**config.mk**
```make
export PLATFORM = sky130hd
export DESIGN_NAME = burst_copy
export DESIGN_NICKNAME = d
export VERILOG_FILES = /design/src/rtl/copy_pkg.sv /design/src/rtl/copy_fifo.sv /design/src/rtl/burst_copy.sv
export SDC_FILE = /design/constraint.sdc
export NUM_CORES = 1
export LEC_CHECK = 0
export CAP_MARGIN = 25
export CORE_ASPECT_RATIO = 1.4
export CORE_MARGIN = 3
export CORE_UTILIZATION = 38
export DETAILED_ROUTE_END_ITERATION = 16
export PLACE_DENSITY = 0.58
export SYNTH_ARGS = -nofsm -noshare
export SYNTH_HDL_FRONTEND = slang
export SYNTH_HIERARCHICAL = 1
export SYNTH_SLANG_ARGS = --single-unit
export TNS_END_PERCENT = 30
```
**constraint.sdc**
```tcl
create_clock -name clk -period 10.8 [get_ports clk]
set_input_delay 1.08 -clock clk [delete_from_list [all_inputs] [get_ports clk]]
set_output_delay 1.08 -clock clk [all_outputs]
set_load 0.03 [all_outputs]
```
**src/rtl/copy_pkg.sv**
```systemverilog
// Shared definitions for the burst_copy block.
//   - Slave register offsets (4-bit word index on slave_address)
//   - MODE register bit positions
//   - Engine state encoding
package copy_pkg;

  localparam logic [3:0] REG_CTRL    = 4'd0;  // write: start, read: {done, busy}
  localparam logic [3:0] REG_DST     = 4'd1;
  localparam logic [3:0] REG_SRC     = 4'd2;
  localparam logic [3:0] REG_NWORDS  = 4'd3;
  localparam logic [3:0] REG_MODE    = 4'd4;
  localparam logic [3:0] REG_FILL    = 4'd5;
  localparam logic [3:0] REG_DONECNT = 4'd6;  // read-only

  localparam int unsigned MODE_FILL_BIT = 0;   // 1 = fill destination, no reads

  typedef enum logic [1:0] {
    IDLE  = 2'd0,
    RUN   = 2'd1,
    DRAIN = 2'd2
  } state_e;

endpackage

```
**src/rtl/copy_fifo.sv**
```systemverilog
// Read-data FIFO for burst_copy.
//   clk, rst       : rising-edge clock, synchronous active-high reset
//   push/push_data : write one entry (ignored when full unless popping)
//   pop/pop_data   : pop_data is the current head; pop advances it
//   count/full/empty : occupancy status
module copy_fifo #(
  parameter int unsigned DW    = 32,
  parameter int unsigned DEPTH = 8
) (
  input  logic                     clk,
  input  logic                     rst,
  input  logic                     push,
  input  logic [DW-1:0]            push_data,
  input  logic                     pop,
  output logic [DW-1:0]            pop_data,
  output logic [$clog2(DEPTH):0]   count,
  output logic                     full,
  output logic                     empty
);

  localparam int unsigned PW = $clog2(DEPTH);

  logic [DW-1:0] mem_q [DEPTH];
  logic [PW-1:0] wr_ptr_q, wr_ptr_d;
  logic [PW-1:0] rd_ptr_q, rd_ptr_d;
  logic [PW:0]   count_q, count_d;
  logic          push_en, pop_en;

  always_comb begin
    pop_en   = pop & (count_q != '0);
    // A push into a full FIFO is allowed only when the head leaves in the same cycle.
    push_en  = push & ((count_q != (PW+1)'(DEPTH)) | pop_en);
    wr_ptr_d = wr_ptr_q + PW'(push_en);
    rd_ptr_d = rd_ptr_q + PW'(pop_en);
    count_d  = count_q + (PW+1)'(push_en) - (PW+1)'(pop_en);
  end

  always_ff @(posedge clk) begin
    if (rst) begin
      wr_ptr_q <= '0;
      rd_ptr_q <= '0;
      count_q  <= '0;
    end else begin
      wr_ptr_q <= wr_ptr_d;
      rd_ptr_q <= rd_ptr_d;
      count_q  <= count_d;
    end
  end

  always_ff @(posedge clk) begin
    if (push_en) mem_q[wr_ptr_q] <= push_data;
  end

  assign pop_data = mem_q[rd_ptr_q];
  assign count    = count_q;
  assign full     = (count_q == (PW+1)'(DEPTH));
  assign empty    = (count_q == '0);

endmodule

```
**src/rtl/burst_copy.sv**
```systemverilog
// burst_copy: register-programmed memory copy / fill engine.
//   clk, rst   : rising-edge clock, synchronous active-high reset
//   slave_*    : 32-bit register port (CTRL/STATUS, DST, SRC, NWORDS, MODE,
//                FILL, DONECNT); readdata returned one cycle after read
//   master_*   : memory master; one command at a time, held under
//                waitrequest, pipelined reads returned via readdatavalid
module burst_copy
  import copy_pkg::*;
#(
  parameter int unsigned DW    = 32,
  parameter int unsigned AW    = 32,
  parameter int unsigned DEPTH = 8
) (
  input  logic          clk,
  input  logic          rst,
  output logic          slave_waitrequest,
  input  logic [3:0]    slave_address,
  input  logic          slave_read,
  output logic [31:0]   slave_readdata,
  input  logic          slave_write,
  input  logic [31:0]   slave_writedata,
  input  logic          master_waitrequest,
  output logic [AW-1:0] master_address,
  output logic          master_read,
  input  logic [DW-1:0] master_readdata,
  input  logic          master_readdatavalid,
  output logic          master_write,
  output logic [DW-1:0] master_writedata
);

  localparam int unsigned   CW   = $clog2(DEPTH) + 1;
  localparam logic [AW-1:0] STEP = AW'(DW / 8);

  state_e        state_q, state_d;
  logic [31:0]   dst_q, dst_d, src_q, src_d, nwords_q, nwords_d;
  logic [31:0]   fill_q, fill_d, donecnt_q, donecnt_d;
  logic          mode_fill_q, mode_fill_d;
  logic          done_q, done_d;
  logic [AW-1:0] cur_src_q, cur_src_d, cur_dst_q, cur_dst_d;
  logic [31:0]   reads_left_q, reads_left_d, writes_left_q, writes_left_d;
  logic [CW-1:0] outstanding_q, outstanding_d;
  logic          master_read_q, master_read_d, master_write_q, master_write_d;
  logic [AW-1:0] master_address_q, master_address_d;
  logic [31:0]   slave_readdata_q, slave_readdata_d;

  logic          busy, cmd_active, cmd_accept, rd_accept, wr_accept, rdv_take;
  logic          fifo_push, fifo_pop, fifo_full, fifo_empty;
  logic [DW-1:0] fifo_rdata;
  logic [CW-1:0] fifo_count, count_next;
  logic [CW:0]   buffered_next;
  logic          write_avail, read_avail;
  logic [31:0]   mode_word;

  copy_fifo #(.DW(DW), .DEPTH(DEPTH)) u_fifo (
    .clk       (clk),
    .rst       (rst),
    .push      (fifo_push),
    .push_data (master_readdata),
    .pop       (fifo_pop),
    .pop_data  (fifo_rdata),
    .count     (fifo_count),
    .full      (fifo_full),
    .empty     (fifo_empty)
  );

  always_comb begin
    busy       = (state_q != IDLE);
    cmd_active = master_read_q | master_write_q;
    rd_accept  = master_read_q & ~master_waitrequest;
    wr_accept  = master_write_q & ~master_waitrequest;
    cmd_accept = rd_accept | wr_accept;
    // Data is only taken while reads are in flight; this drops stale beats after an abort.
    rdv_take   = master_readdatavalid & (outstanding_q != '0);
    fifo_push  = rdv_take & ~fifo_full;
    fifo_pop   = wr_accept & ~mode_fill_q & ~fifo_empty;

    outstanding_d = outstanding_q + CW'(rd_accept) - CW'(rdv_take);
    count_next    = fifo_count + CW'(fifo_push) - CW'(fifo_pop);
    // Selection looks at next-cycle occupancy so a read can follow an accepted read immediately.
    buffered_next = {1'b0, count_next} + {1'b0, outstanding_d};
    write_avail   = (writes_left_q != '0) & (mode_fill_q | (count_next != '0));
    read_avail    = (reads_left_q != '0) & (buffered_next < (CW+1)'(DEPTH));

    mode_word                = '0;
    mode_word[MODE_FILL_BIT] = mode_fill_q;

    state_d          = state_q;
    dst_d            = dst_q;
    src_d            = src_q;
    nwords_d         = nwords_q;
    fill_d           = fill_q;
    mode_fill_d      = mode_fill_q;
    donecnt_d        = donecnt_q;
    done_d           = done_q;
    cur_src_d        = cur_src_q;
    cur_dst_d        = cur_dst_q;
    reads_left_d     = reads_left_q;
    writes_left_d    = writes_left_q;
    master_read_d    = master_read_q;
    master_write_d   = master_write_q;
    master_address_d = master_address_q;
    slave_readdata_d = slave_readdata_q;

    if (slave_read) begin
      unique case (slave_address)
        REG_CTRL:    slave_readdata_d = {30'b0, done_q, busy};
        REG_DST:     slave_readdata_d = dst_q;
        REG_SRC:     slave_readdata_d = src_q;
        REG_NWORDS:  slave_readdata_d = nwords_q;
        REG_MODE:    slave_readdata_d = mode_word;
        REG_FILL:    slave_readdata_d = fill_q;
        REG_DONECNT: slave_readdata_d = donecnt_q;
        default:     slave_readdata_d = '0;
      endcase
    end

    if (slave_write && !busy) begin
      unique case (slave_address)
        REG_CTRL: begin
          donecnt_d = '0;
          if (nwords_q == '0) begin
            done_d = 1'b1;
          end else begin
            done_d        = 1'b0;
            cur_src_d     = AW'(src_q);
            cur_dst_d     = AW'(dst_q);
            reads_left_d  = mode_fill_q ? '0 : nwords_q;
            writes_left_d = nwords_q;
            state_d       = RUN;
          end
        end
        REG_DST:    dst_d       = slave_writedata;
        REG_SRC:    src_d       = slave_writedata;
        REG_NWORDS: nwords_d    = slave_writedata;
        REG_MODE:   mode_fill_d = slave_writedata[MODE_FILL_BIT];
        REG_FILL:   fill_d      = slave_writedata;
        default:    ;
      endcase
    end

    if (busy) begin
      if (wr_accept) donecnt_d = donecnt_q + 32'd1;
      if (cmd_accept) begin
        master_read_d    = 1'b0;
        master_write_d   = 1'b0;
        master_address_d = '0;
      end
      // reads_left / writes_left count commands not yet issued.
      if (!cmd_active || cmd_accept) begin
        if (write_avail) begin
          master_write_d   = 1'b1;
          master_address_d = cur_dst_q;
          cur_dst_d        = cur_dst_q + STEP;
          writes_left_d    = writes_left_q - 32'd1;
        end else if (read_avail) begin
          master_read_d    = 1'b1;
          master_address_d = cur_src_q;
          cur_src_d        = cur_src_q + STEP;
          reads_left_d     = reads_left_q - 32'd1;
        end
      end
      unique case (state_q)
        RUN:     if (reads_left_q == '0) state_d = DRAIN;
        DRAIN:   if (writes_left_q == '0 && wr_accept) begin
                   state_d = IDLE;
                   done_d  = 1'b1;
                 end
        default: ;
      endcase
    end
  end

  always_ff @(posedge clk) begin
    if (rst) begin
      state_q          <= IDLE;
      dst_q            <= '0;
      src_q            <= '0;
      nwords_q         <= '0;
      fill_q           <= '0;
      mode_fill_q      <= 1'b0;
      donecnt_q        <= '0;
      done_q           <= 1'b0;
      cur_src_q        <= '0;
      cur_dst_q        <= '0;
      reads_left_q     <= '0;
      writes_left_q    <= '0;
      outstanding_q    <= '0;
      master_read_q    <= 1'b0;
      master_write_q   <= 1'b0;
      master_address_q <= '0;
      slave_readdata_q <= '0;
    end else begin
      state_q          <= state_d;
      dst_q            <= dst_d;
      src_q            <= src_d;
      nwords_q         <= nwords_d;
      fill_q           <= fill_d;
      mode_fill_q      <= mode_fill_d;
      donecnt_q        <= donecnt_d;
      done_q           <= done_d;
      cur_src_q        <= cur_src_d;
      cur_dst_q        <= cur_dst_d;
      reads_left_q     <= reads_left_d;
      writes_left_q    <= writes_left_d;
      outstanding_q    <= outstanding_d;
      master_read_q    <= master_read_d;
      master_write_q   <= master_write_d;
      master_address_q <= master_address_d;
      slave_readdata_q <= slave_readdata_d;
    end
  end

  assign slave_waitrequest = 1'b0;
  assign slave_readdata    = slave_readdata_q;
  assign master_read       = master_read_q;
  assign master_write      = master_write_q;
  assign master_address    = master_address_q;
  // Write data comes straight from the FIFO head, which stays put until the write is accepted.
  assign master_writedata  = master_write_q ? (mode_fill_q ? DW'(fill_q) : fifo_rdata) : '0;

endmodule

```
==> results.txt, run 1 <==
status -> complete, no violations
fin crit period -> 6.23 ns
Fill cells -> 7,084
register area -> 15,100 um2
vias in the first global route -> 23,100
ratio of cells with drive above 1 in the final layout -> 0.104
Core Region -> 75,300 um2
FP Rows -> 119
slowest cell delay on critical path -> 0.81 ns
Mapped Nets -> 2,886
crit-path leading delay family -> compound AO/OA/AOI/OAI gates
largest net degree at the start of global routing -> 101
CTS clk-pin slew, worst paths -> 0.07 ns
Hold Path Origin -> src_q[6]
Hold WC Path Type -> reg2reg
clk buf depth -> 3
Avg Inst Size Synth -> 10.4 um2
Die Ht -> 332 um
Worst R2R End -> cur_src_q[17]
Synth cell types -> 89
WL/cell -> 24.1 um
area of the multi-input gates -> 12,900 um2
Overall Power -> 5.50 mW
kind of start point of the critical path -> primary input
register area share after synthesis -> 0.523
# IOs -> 173
cell area after layout -> 33,600 um2
PortBufs -> 171
Slowest-stage cell, CP -> a2111oi_1
xor and xnor area share after synthesis -> 0.00363
Least-Margin Pin Slew -> 1.05 ns
area leader, netlist -> edfxtp_1
number of buffers and inverters on the critical path -> 5
adder-cell share of the synthesized area -> 0.0151
worst-path cell chain -> clkdlybuf4s50_1 > nor4b_1 > ha_1 > inv_1 > ha_1 > inv_1 > fa_1 > inv_1 > ha_1 > a31o_2 > a2111oi_1 > o31a_1 > o211ai_4 > buf_4 > or4_1 > a31oi_1
combinational fraction of design power -> 0.121
most frequent cells in the layout -> nand2_1 (409), dfxtp_1 (369), edfxtp_1 (256)
nets -> 2,968
Synth Area in Compound Gates -> 0.156
Final Setup Violations -> 0
CP Capture Type -> flip-flop
Worst Setup Path Type -> in2reg
Syn Inst Count -> 2,779
cts bufs inserted -> 59
Clk pwr share -> 0.405
max reg flops -> 256
Die ar. -> 79,500 um2
Post-DP Area -> 31,500 um2
Final Util -> 0.446
CP required -> 11.36 ns
Psw -> 1.39 mW
VDD IR-drop max -> 183 uV
Mapped Area -> 28,900 um2
Leak -> 10.7 nW
Yosys warning count -> 6
Post-synth EDFFs -> 256
largest fanout on the critical path -> 53
combinational family with the most area after synthesis -> simple AND/OR/NAND/NOR gates
#FFs+latches synth -> 628
first-pass GRT wire length -> 142,000 um
Initial DRC Count -> 2,154
Slew Viols, Final -> 0
drt first pass iters -> 6
Fin Hold WS -> 0.458 ns
DR vias -> 23,100
worst-case clock skew -> 0.0259 ns
synth-to-layout area growth -> 16.2%
Post-route DRC -> 0
fmax -> 161 MHz
Data arrival, critical path -> 6.78 ns
Tot GR Track Use -> 0.230
cell depth of the worst hold path -> 2
clk sinks -> 628
post-synthesis mux area share -> 0.0976
Hold Crit Endpoint -> src_q[6]
Biggest register -> u_fifo/mem_q
RSZ-0062 raised after global routing -> false
worst relative slew slack -> 0.295
Reg2Reg Setup Slack -> 5.00 ns
Worst-Skew Late Latency -> 0.63 ns
ranking of synthesized cells by area -> edfxtp_1 (27%), dfxtp_1 (26%), nand2_1 (5.3%), a21oi_1 (3.7%), mux4_1 (3.6%)
switch share -> 0.252
commonest non-fill, non-tap cell in the layout -> nand2_1
post-route ant nets -> 0
initial core utilization -> 0.384
Placer Congestion -> 0.917
Int Pwr -> 4.11 mW
Simple-Gate Fraction of Synth Area -> 0.168
CTS-repair resized insts -> 0
cts hold-fix bufs -> 0
FFs w/ async S/R, synth -> 0
Fin. Hold Viols -> 0
number of vias per cell -> 5.95
post-CTS setup buffers -> 0
initial antenna violation count -> 4
Flop pwr share -> 0.474
Post-DP HPWL -> 64,600 um
CTS root buf -> clkbuf_16
Post-synth top flop -> dfxtp_1
Tcrit/Tclk final -> 0.577
CTS tree -> done
GRT overflow -> 0
DIE WIDTH -> 239 um
worst r2r src -> u_fifo/count[2]
Yosys top cell area share -> 0.266
total wire length -> 93,500 um
Setup TNS Final -> 0 ns
max cap viols -> 0
pwr dens -> 164 nW/um2
cells on worst reg2reg path -> 18
H-Tree Level Count -> 2
## cells by family (layout without fill, tap and decap cells)
group / count (synthesis) / in the layout
compound gates: 678 / 678
xor+xnor: 12 / 12
fa+ha+maj: 33 / 33
buf+inv: 255 / 387
flops: 628 / 628
mux: 178 / 178
other cells: 1 / 3
simple gates: 994 / 994
## how the worst max path moves through the flow
| stage | from | end | cells after the start |
|---|---|---|---|
| after floorplan | master_waitrequest | u_fifo/mem_q[2][0] | 4 |
| after global placement | master_waitrequest | cur_src_q[20] | 16 |
| after detailed placement | master_waitrequest | cur_src_q[20] | 16 |
| after CTS | master_waitrequest | cur_src_q[20] | 16 |
| after global routing | master_waitrequest | cur_src_q[20] | 16 |
| final | master_waitrequest | cur_src_q[17] | 16 |
## cell type report
cell class / instances / share of cell area
antenna: 2 / 0.000149
clock buffer: 78 / 0.0496
clock inverter: 33 / 0.0119
inverter: 55 / 0.00614
multi-input combinational: 1896 / 0.383
sequential: 628 / 0.450
tap: 968 / 0.0360
timing repair buffer: 221 / 0.0627
## Yosys cell counts, types with 28 or more instances
library cell / number
edfxtp_1: 256
o21ai_0: 77
a22oi_1: 107
nand2_1: 409
nand3_1: 73
and3_1: 34
ha_1: 30
mux2_2: 72
mux4_1: 40
a21oi_1: 214
nor3_1: 74
a31oi_1: 59
a32oi_1: 28
nand4_1: 30
inv_1: 55
o211ai_1: 37
mux2i_1: 42
nor2b_1: 50
nor2_1: 126
nor4_1: 30
or3_1: 47
clkbuf_1: 160
dfxtp_1: 372
## layer usage
metal  vias up  track usage  share of wire
li1      10700            -              -
met1     11400        0.274           0.39
met2       829        0.401           0.50
met3       191       0.0382          0.061
met4         4        0.113          0.054
met5         -            0        0.00024
## power by group through the flow
stage	clock network [mW]	registers, mW	logic, mW
after global routing	2.36	2.61	0.731
final	2.23	2.60	0.666
after floorplan	0	2.65	0.436
after CTS	2.28	2.60	0.669
after global placement	0	2.65	0.654
after detailed placement	0	2.66	0.667
## worst reg2reg max path: stages, from the launching register on
cell and delay (ns):
dfxtp_1 0.37, inv_1 0.09, ha_1 0.22, and2_1 0.16, nor4b_1 0.42, ha_1 0.31, inv_1 0.06, ha_1 0.16
inv_1 0.06, fa_1 0.47, inv_1 0.05, ha_1 0.28, a31o_2 0.21, a2111oi_1 0.81, o31a_1 0.59, o211ai_4 0.28
buf_4 0.36, or4_1 0.63, a31oi_1 0.17
## stage by stage
stage	setup WS (ns)	instances
after floorplan	5.11	2779
after global placement	4.18	3767
after detailed placement	4.07	3767
after CTS	4.69	3878
after global routing	4.36	3879
final	4.57	3881
Power figures use the tool's default switching activity.
==> inputs of run 2 (changes only) <==
clock period = 6.3 ns   (was 10.8 ns; I/O delays follow)
==> run 2 against run 1 <==
  * Hold slack is essentially flat
  * Critical path depth rose by 1
  * Setup slack got worse by 3.6 ns
  * Non-clock buffer count increased by 10
  * Clock skew up 0.0036 ns
  * Clock-buffer cell count decreased by 2
  * Global-route usage increased by 0.26 points
  * Total power increased by 70%
  * Cell area hardly changed
  * Critical path type is now reg2reg
==> results.txt, run 2 (same netlist as run 1, synthesis figures left out) <==
status -> complete, no violations
vias in the first global route -> 22,800 (-1.2%)
Post-route DRC -> 0 (unchanged)
clk sinks -> 628 (unchanged)
Die ar. -> 79,500 um2 (unchanged)
Tcrit/Tclk final -> 0.839
final setup margin -> 1.01 ns (-3.56 ns)
CP required -> 6.82 ns (-4.54 ns)
CTS clk-pin slew, worst paths -> 0.07 ns (about the same)
Worst Setup Path Type -> reg2reg
worst r2r src -> u_fifo/count[1]
# IOs -> 173 (unchanged)
Final Util -> 0.446 (about the same)
clk buf depth -> 3 (unchanged)
total wire length -> 95,500 um (+2.1%)
first-pass GRT wire length -> 143,000 um (+0.82%)
Placer Congestion -> 0.937 (+2.3%)
nets -> 2,979 (+0.37%)
fin crit period -> 5.29 ns
post-CTS setup buffers -> 0 (unchanged)
CTS-repair resized insts -> 0 (unchanged)
FP Rows -> 119 (unchanged)
initial core utilization -> 0.384 (unchanged)
Worst R2R End -> master_address[14]
worst-case clock skew -> 0.0296 ns (+0.00362 ns)
worst-path cell chain -> nor2_1 > and2_1 > nor4b_1 > ha_1 > inv_1 > ha_1 > inv_1 > fa_1 > inv_1 > ha_1 > a31o_2 > a2111oi_1 > buf_4 > o31ai_2 > a21o_1 > and3_1 > a221o_1
drt first pass iters -> 6 (unchanged)
Least-Margin Pin Slew -> 1.04 ns (-0.00804 ns)
CP Capture Type -> flip-flop
CTS root buf -> clkbuf_16
DR vias -> 23,300 (+0.98%)
cts hold-fix bufs -> 0 (unchanged)
CP Launch Point -> u_fifo/count[1]
number of vias per cell -> 6.00 (+0.80%)
WL/cell -> 24.6 um (+1.9%)
Overall Power -> 9.34 mW (+70%)
fmax -> 189 MHz
Leak -> 10.6 nW (-0.19%)
worst relative slew slack -> 0.305 (+0.0107)
Initial DRC Count -> 1,886 (-12%)
Fin. Hold Viols -> 0 (unchanged)
Setup TNS Final -> 0 ns (unchanged)
Worst-Skew Late Latency -> 0.65 ns (+0.02 ns)
VDD IR-drop max -> 288 uV (+57%)
Die Ht -> 332 um (unchanged)
cells on worst reg2reg path -> 17 (-1)
post-route ant nets -> 0 (unchanged)
Final Setup Violations -> 0 (unchanged)
pwr dens -> 278 nW/um2 (+70%)
worst slack, placed -> 0.833 ns (-3.23 ns)
initial antenna violation count -> 3 (-1)
Biggest register -> u_fifo/mem_q
max reg flops -> 256 (unchanged)
slowest cell delay on critical path -> 0.54 ns (-0.27 ns)
fin cells -> 3,888 (+0.18%)
most frequent cells in the layout -> nand2_1 (409), dfxtp_1 (369), edfxtp_1 (256)
Slew Viols, Final -> 0 (unchanged)
cts bufs inserted -> 60 (+1.7%)
Post-DP HPWL -> 67,000 um (+3.6%)
Data arrival, critical path -> 5.80 ns (-0.98 ns)
H-Tree Level Count -> 2 (unchanged)
commonest non-fill, non-tap cell in the layout -> nand2_1
largest net degree at the start of global routing -> 166 (+64%)
Slowest-stage cell, CP -> dfxtp_1
max cap viols -> 0 (unchanged)
Cells after DPL -> 3,777 (+0.27%)
Tot GR Track Use -> 0.233 (+0.00258)
Hold WC Path Type -> reg2reg
ratio of cells with drive above 1 in the final layout -> 0.107 (+0.00280)
largest fanout on the critical path -> 20 (-62%)
PortBufs -> 171 (unchanged)
critical path endpoint -> master_address[14]
RSZ-0062 raised after global routing -> false
GRT overflow -> 0 (unchanged)
synth-to-layout area growth -> 16.1% (about the same)
DIE WIDTH -> 239 um (unchanged)
CTS tree -> done
kind of start point of the critical path -> flip-flop
Core Region -> 75,300 um2 (unchanged)
Reg2Reg Setup Slack -> 1.01 ns (-3.99 ns)
run 2: changes by cell type in the layout (fill, tap and decap cells not counted), sizes merged:
cell,change
buf,+9
inv,-5
clkinv,+4
clkinvlp,+4
bufinv,-3
clkbuf,-1
diode,-1
run 2: power by group:
group          internal [mW]  total (mW)  switching [mW]  leakage [nW]
logic                  0.469        1.21           0.744          4.37
registers               4.40        4.46          0.0662          5.31
clock network           2.06        3.67            1.61         0.949
run 2: how the worst min path moves through the flow:
| stage | slack [ns] | depth (start not counted) | to | start |
|---|---|---|---|---|
| after floorplan | 0.44 | 2 | src_q[6] | src_q[6] |
| after global placement | 0.44 | 2 | src_q[8] | src_q[8] |
| after detailed placement | 0.45 | 2 | src_q[8] | src_q[8] |
| after CTS | 0.45 | 2 | u_fifo/count[1] | rst |
| after global routing | 0.49 | 2 | src_q[8] | src_q[8] |
| final | 0.46 | 2 | src_q[8] | src_q[8] |
run 2: area by class of cell:
class                      count  area (um2)
fill                        7134       41700
sequential                   628       15100
multi-input combinational   1896       12900
timing repair buffer         231        2210
clock buffer                  76        1620
tap                          968        1210
clock inverter                33         329
inverter                      55         206
antenna                        1        2.50
run 2: metal layers:
metal | track usage | share of wire
met5 | 0 | 0.00023
met4 | 0.115 | 0.053
met3 | 0.0344 | 0.059
met2 | 0.405 | 0.50
met1 | 0.281 | 0.39
run 2: worst max-delay path, delay by kind of cell (launching register included):
kind / cells / cell delay, ns
simple gates: 4 / 1.28
flops: 1 / 0.54
fa+ha+maj: 4 / 1.25
buf+inv: 4 / 0.38
compound gates: 5 / 1.67
run 2: metrics by stage:
step	cell area [um2]	hold slack, ns
2_1_floorplan	28900	0.436
6_report	33600	0.457
3_5_place_dp	31600	0.448
5_1_grt	33600	0.495
3_3_place_gp	31600	0.444
4_1_cts	33600	0.453
==> inputs of run 3 (changes only) <==
PLACE_DENSITY = 0.6   (was 0.58)
clock period = 4.8 ns   (was 6.3 ns; I/O delays follow)
==> run 3 against run 2 <==
  * Sequential share of layout area decreased by 0.96 points
  * Clock-buffer cell count decreased by 2
  * Utilization increased by 0.98 points
  * Setup slack got worse by 0.81 ns
  * Non-clock buffer count increased by 42
  * Via count increased by 1.2%
  * Sequential power increased by 31%
  * Critical path type unchanged
  * Critical path depth increased by 3
  * Highest routed layer unchanged
  * Global-route usage increased by 0.19 points
  * Register-to-register slack got worse by 0.81 ns
  * First-iteration DRC count increased by 13%
  * Cell area increased by 2.2%
==> results.txt, run 3 (same netlist as run 1, synthesis figures left out) <==
CTS root buf -> clkbuf_16
cell area after layout -> 34,300 um2 (+2.2%)
worst relative slew slack -> 0.216 (-0.0893)
FP Rows -> 119 (unchanged)
worst-case clock skew -> 0.0253 ns (-0.00426 ns)
kind of start point of the critical path -> flip-flop
max cap viols -> 0 (unchanged)
ratio of cells with drive above 1 in the final layout -> 0.122 (+0.0154)
total wire length -> 96,800 um (+1.3%)
initial antenna violation count -> 2 (-1)
clk buf depth -> 3 (unchanged)
cts bufs inserted -> 59 (-1.7%)
Post-DP HPWL -> 67,300 um (+0.49%)
PortBufs -> 171 (unchanged)
slowest cell delay on critical path -> 0.47 ns (-0.07 ns)
vias in the first global route -> 23,400 (+2.5%)
most frequent cells in the layout -> nand2_1 (409), dfxtp_1 (367), edfxtp_1 (256)
first-pass GRT wire length -> 144,000 um (+0.70%)
max reg flops -> 256 (unchanged)
status -> complete, no violations
worst-path cell chain -> inv_1 > ha_1 > and2_1 > nor4b_2 > ha_1 > inv_1 > ha_2 > inv_1 > fa_1 > inv_1 > ha_1 > a31o_2 > a2111oi_4 > buf_4 > o31a_1 > o211ai_4 > clkbuf_16 > buf_4 > o31ai_1 > a31oi_1
Slew Viols, Final -> 0 (unchanged)
largest net degree at the start of global routing -> 188 (+13%)
CP Capture Type -> flip-flop
Slowest-stage cell, CP -> fa_1
GRT overflow -> 0 (unchanged)
crit-path most repeated cell -> inv_1
Post-route DRC -> 0 (unchanged)
crit-path leading delay family -> adder cells
fmax -> 218 MHz (+15%)
synth-to-layout area growth -> 18.7%
Least-Margin Pin Slew -> 1.17 ns (+0.123 ns)
Biggest register -> u_fifo/mem_q
drt first pass iters -> 5 (-1)
Placer Congestion -> 0.962 (+2.7%)
VDD IR-drop max -> 339 uV (+18%)
fin cells -> 3,930 (+1.1%)
RSZ-0062 raised after global routing -> false
Leak -> 11.0 nW (+3.5%)
# IOs -> 173 (unchanged)
Worst Setup Path Type -> reg2reg
worst r2r src -> u_fifo/count[2]
nets -> 3,020 (+1.4%)
DIE WIDTH -> 239 um (unchanged)
cts hold-fix bufs -> 0 (unchanged)
Die Ht -> 332 um (unchanged)
Setup TNS Final -> 0 ns (unchanged)
DR vias -> 23,600 (+1.2%)
CP Launch Point -> u_fifo/count[2]
initial core utilization -> 0.384 (unchanged)
Final Setup Violations -> 0 (unchanged)
Post-DP Area -> 32,100 um2 (+1.4%)
CTS clk-pin slew, worst paths -> 0.06 ns (about the same)
Worst-Skew Late Latency -> 0.64 ns (about the same)
commonest non-fill, non-tap cell in the layout -> nand2_1
Fin. Hold Viols -> 0 (unchanged)
Overall Power -> 12.8 mW (+37%)
Die ar. -> 79,500 um2 (unchanged)
Tcrit/Tclk final -> 0.957 (+0.118)
Data arrival, critical path -> 5.09 ns (-0.71 ns)
number of buffers and inverters on the critical path -> 7 (+3)
Initial DRC Count -> 2,124 (+13%)
largest fanout on the critical path -> 5 (-75%)
clk sinks -> 628 (unchanged)
Tot GR Track Use -> 0.235 (+0.00191)
Cells after DPL -> 3,814 (+0.98%)
fin crit period -> 4.59 ns (-0.691 ns)
pwr dens -> 374 nW/um2 (+34%)
H-Tree Level Count -> 2 (unchanged)
CP required -> 5.29 ns (-1.53 ns)
number of vias per cell -> 6.01 (+0.11%)
Hold Path Origin -> rst
Hold WC Path Type -> in2reg
post-route ant nets -> 0 (unchanged)
WL/cell -> 24.6 um (+0.25%)
CTS tree -> done
Core Region -> 75,300 um2 (unchanged)
## run 3: changes by cell type in the layout (fill, tap and decap cells not counted), sizes merged
cell | previous run | this run
buf | 61 | 101
bufinv | 6 | 12
clkinv | 20 | 17
inv | 56 | 55
## run 3: per-stage QoR
| stage | utilization | hold slack [ns] | setup slack (ns) |
|---|---|---|---|
| final | 0.456 | 0.390 | 0.205 |
| after global routing | 0.456 | 0.383 | 0.0106 |
| after CTS | 0.454 | 0.344 | 0.0944 |
| after detailed placement | 0.426 | 0.447 | -0.0629 |
| after global placement | 0.426 | 0.444 | -0.0177 |
| after floorplan | - | 0.436 | -0.557 |
## run 3: routing by layer
layer / global-route usage / share of wire
met4: 0.115 / 0.053
met2: 0.416 / 0.51
met3: 0.0425 / 0.063
met1: 0.271 / 0.38
met5: 0 / 0.00013
## run 3: what timing repair did
action / 4_1_cts / 5_1_grt
setup endpoints to repair: 0 / 30
buffers inserted: 0 / 2
resized for setup: 0 / 6
## run 3: cell type report
| type | count | area [um2] |
|---|---|---|
| diodes | 1 | 2.50 |
| fillers | 6965 | 41000 |
| repair buffers | 273 | 2760 |
| clock buffers | 74 | 1640 |
| clock inverters | 35 | 480 |
| well taps | 968 | 1210 |
| flip-flops and latches | 628 | 15100 |
| inverters | 55 | 206 |
| multi-input cells | 1896 | 12900 |
## run 3: path summary, 6_finish.rpt
kind	cells past startpoint	to	slack [ns]
worst max-delay path	20	cur_src_q[17]	0.21
worst min-delay path	2	reads_left_q[17]	0.39
worst min register to register	2	src_q[6]	0.46
worst max register to register	20	cur_src_q[17]	0.21
## run 3: where the power goes
part	switching [mW]	total, mW	internal [mW]
registers	0.0833	5.86	5.77
logic	1.06	1.81	0.750
clock network	2.11	5.16	3.05
total	3.26	12.8	9.57
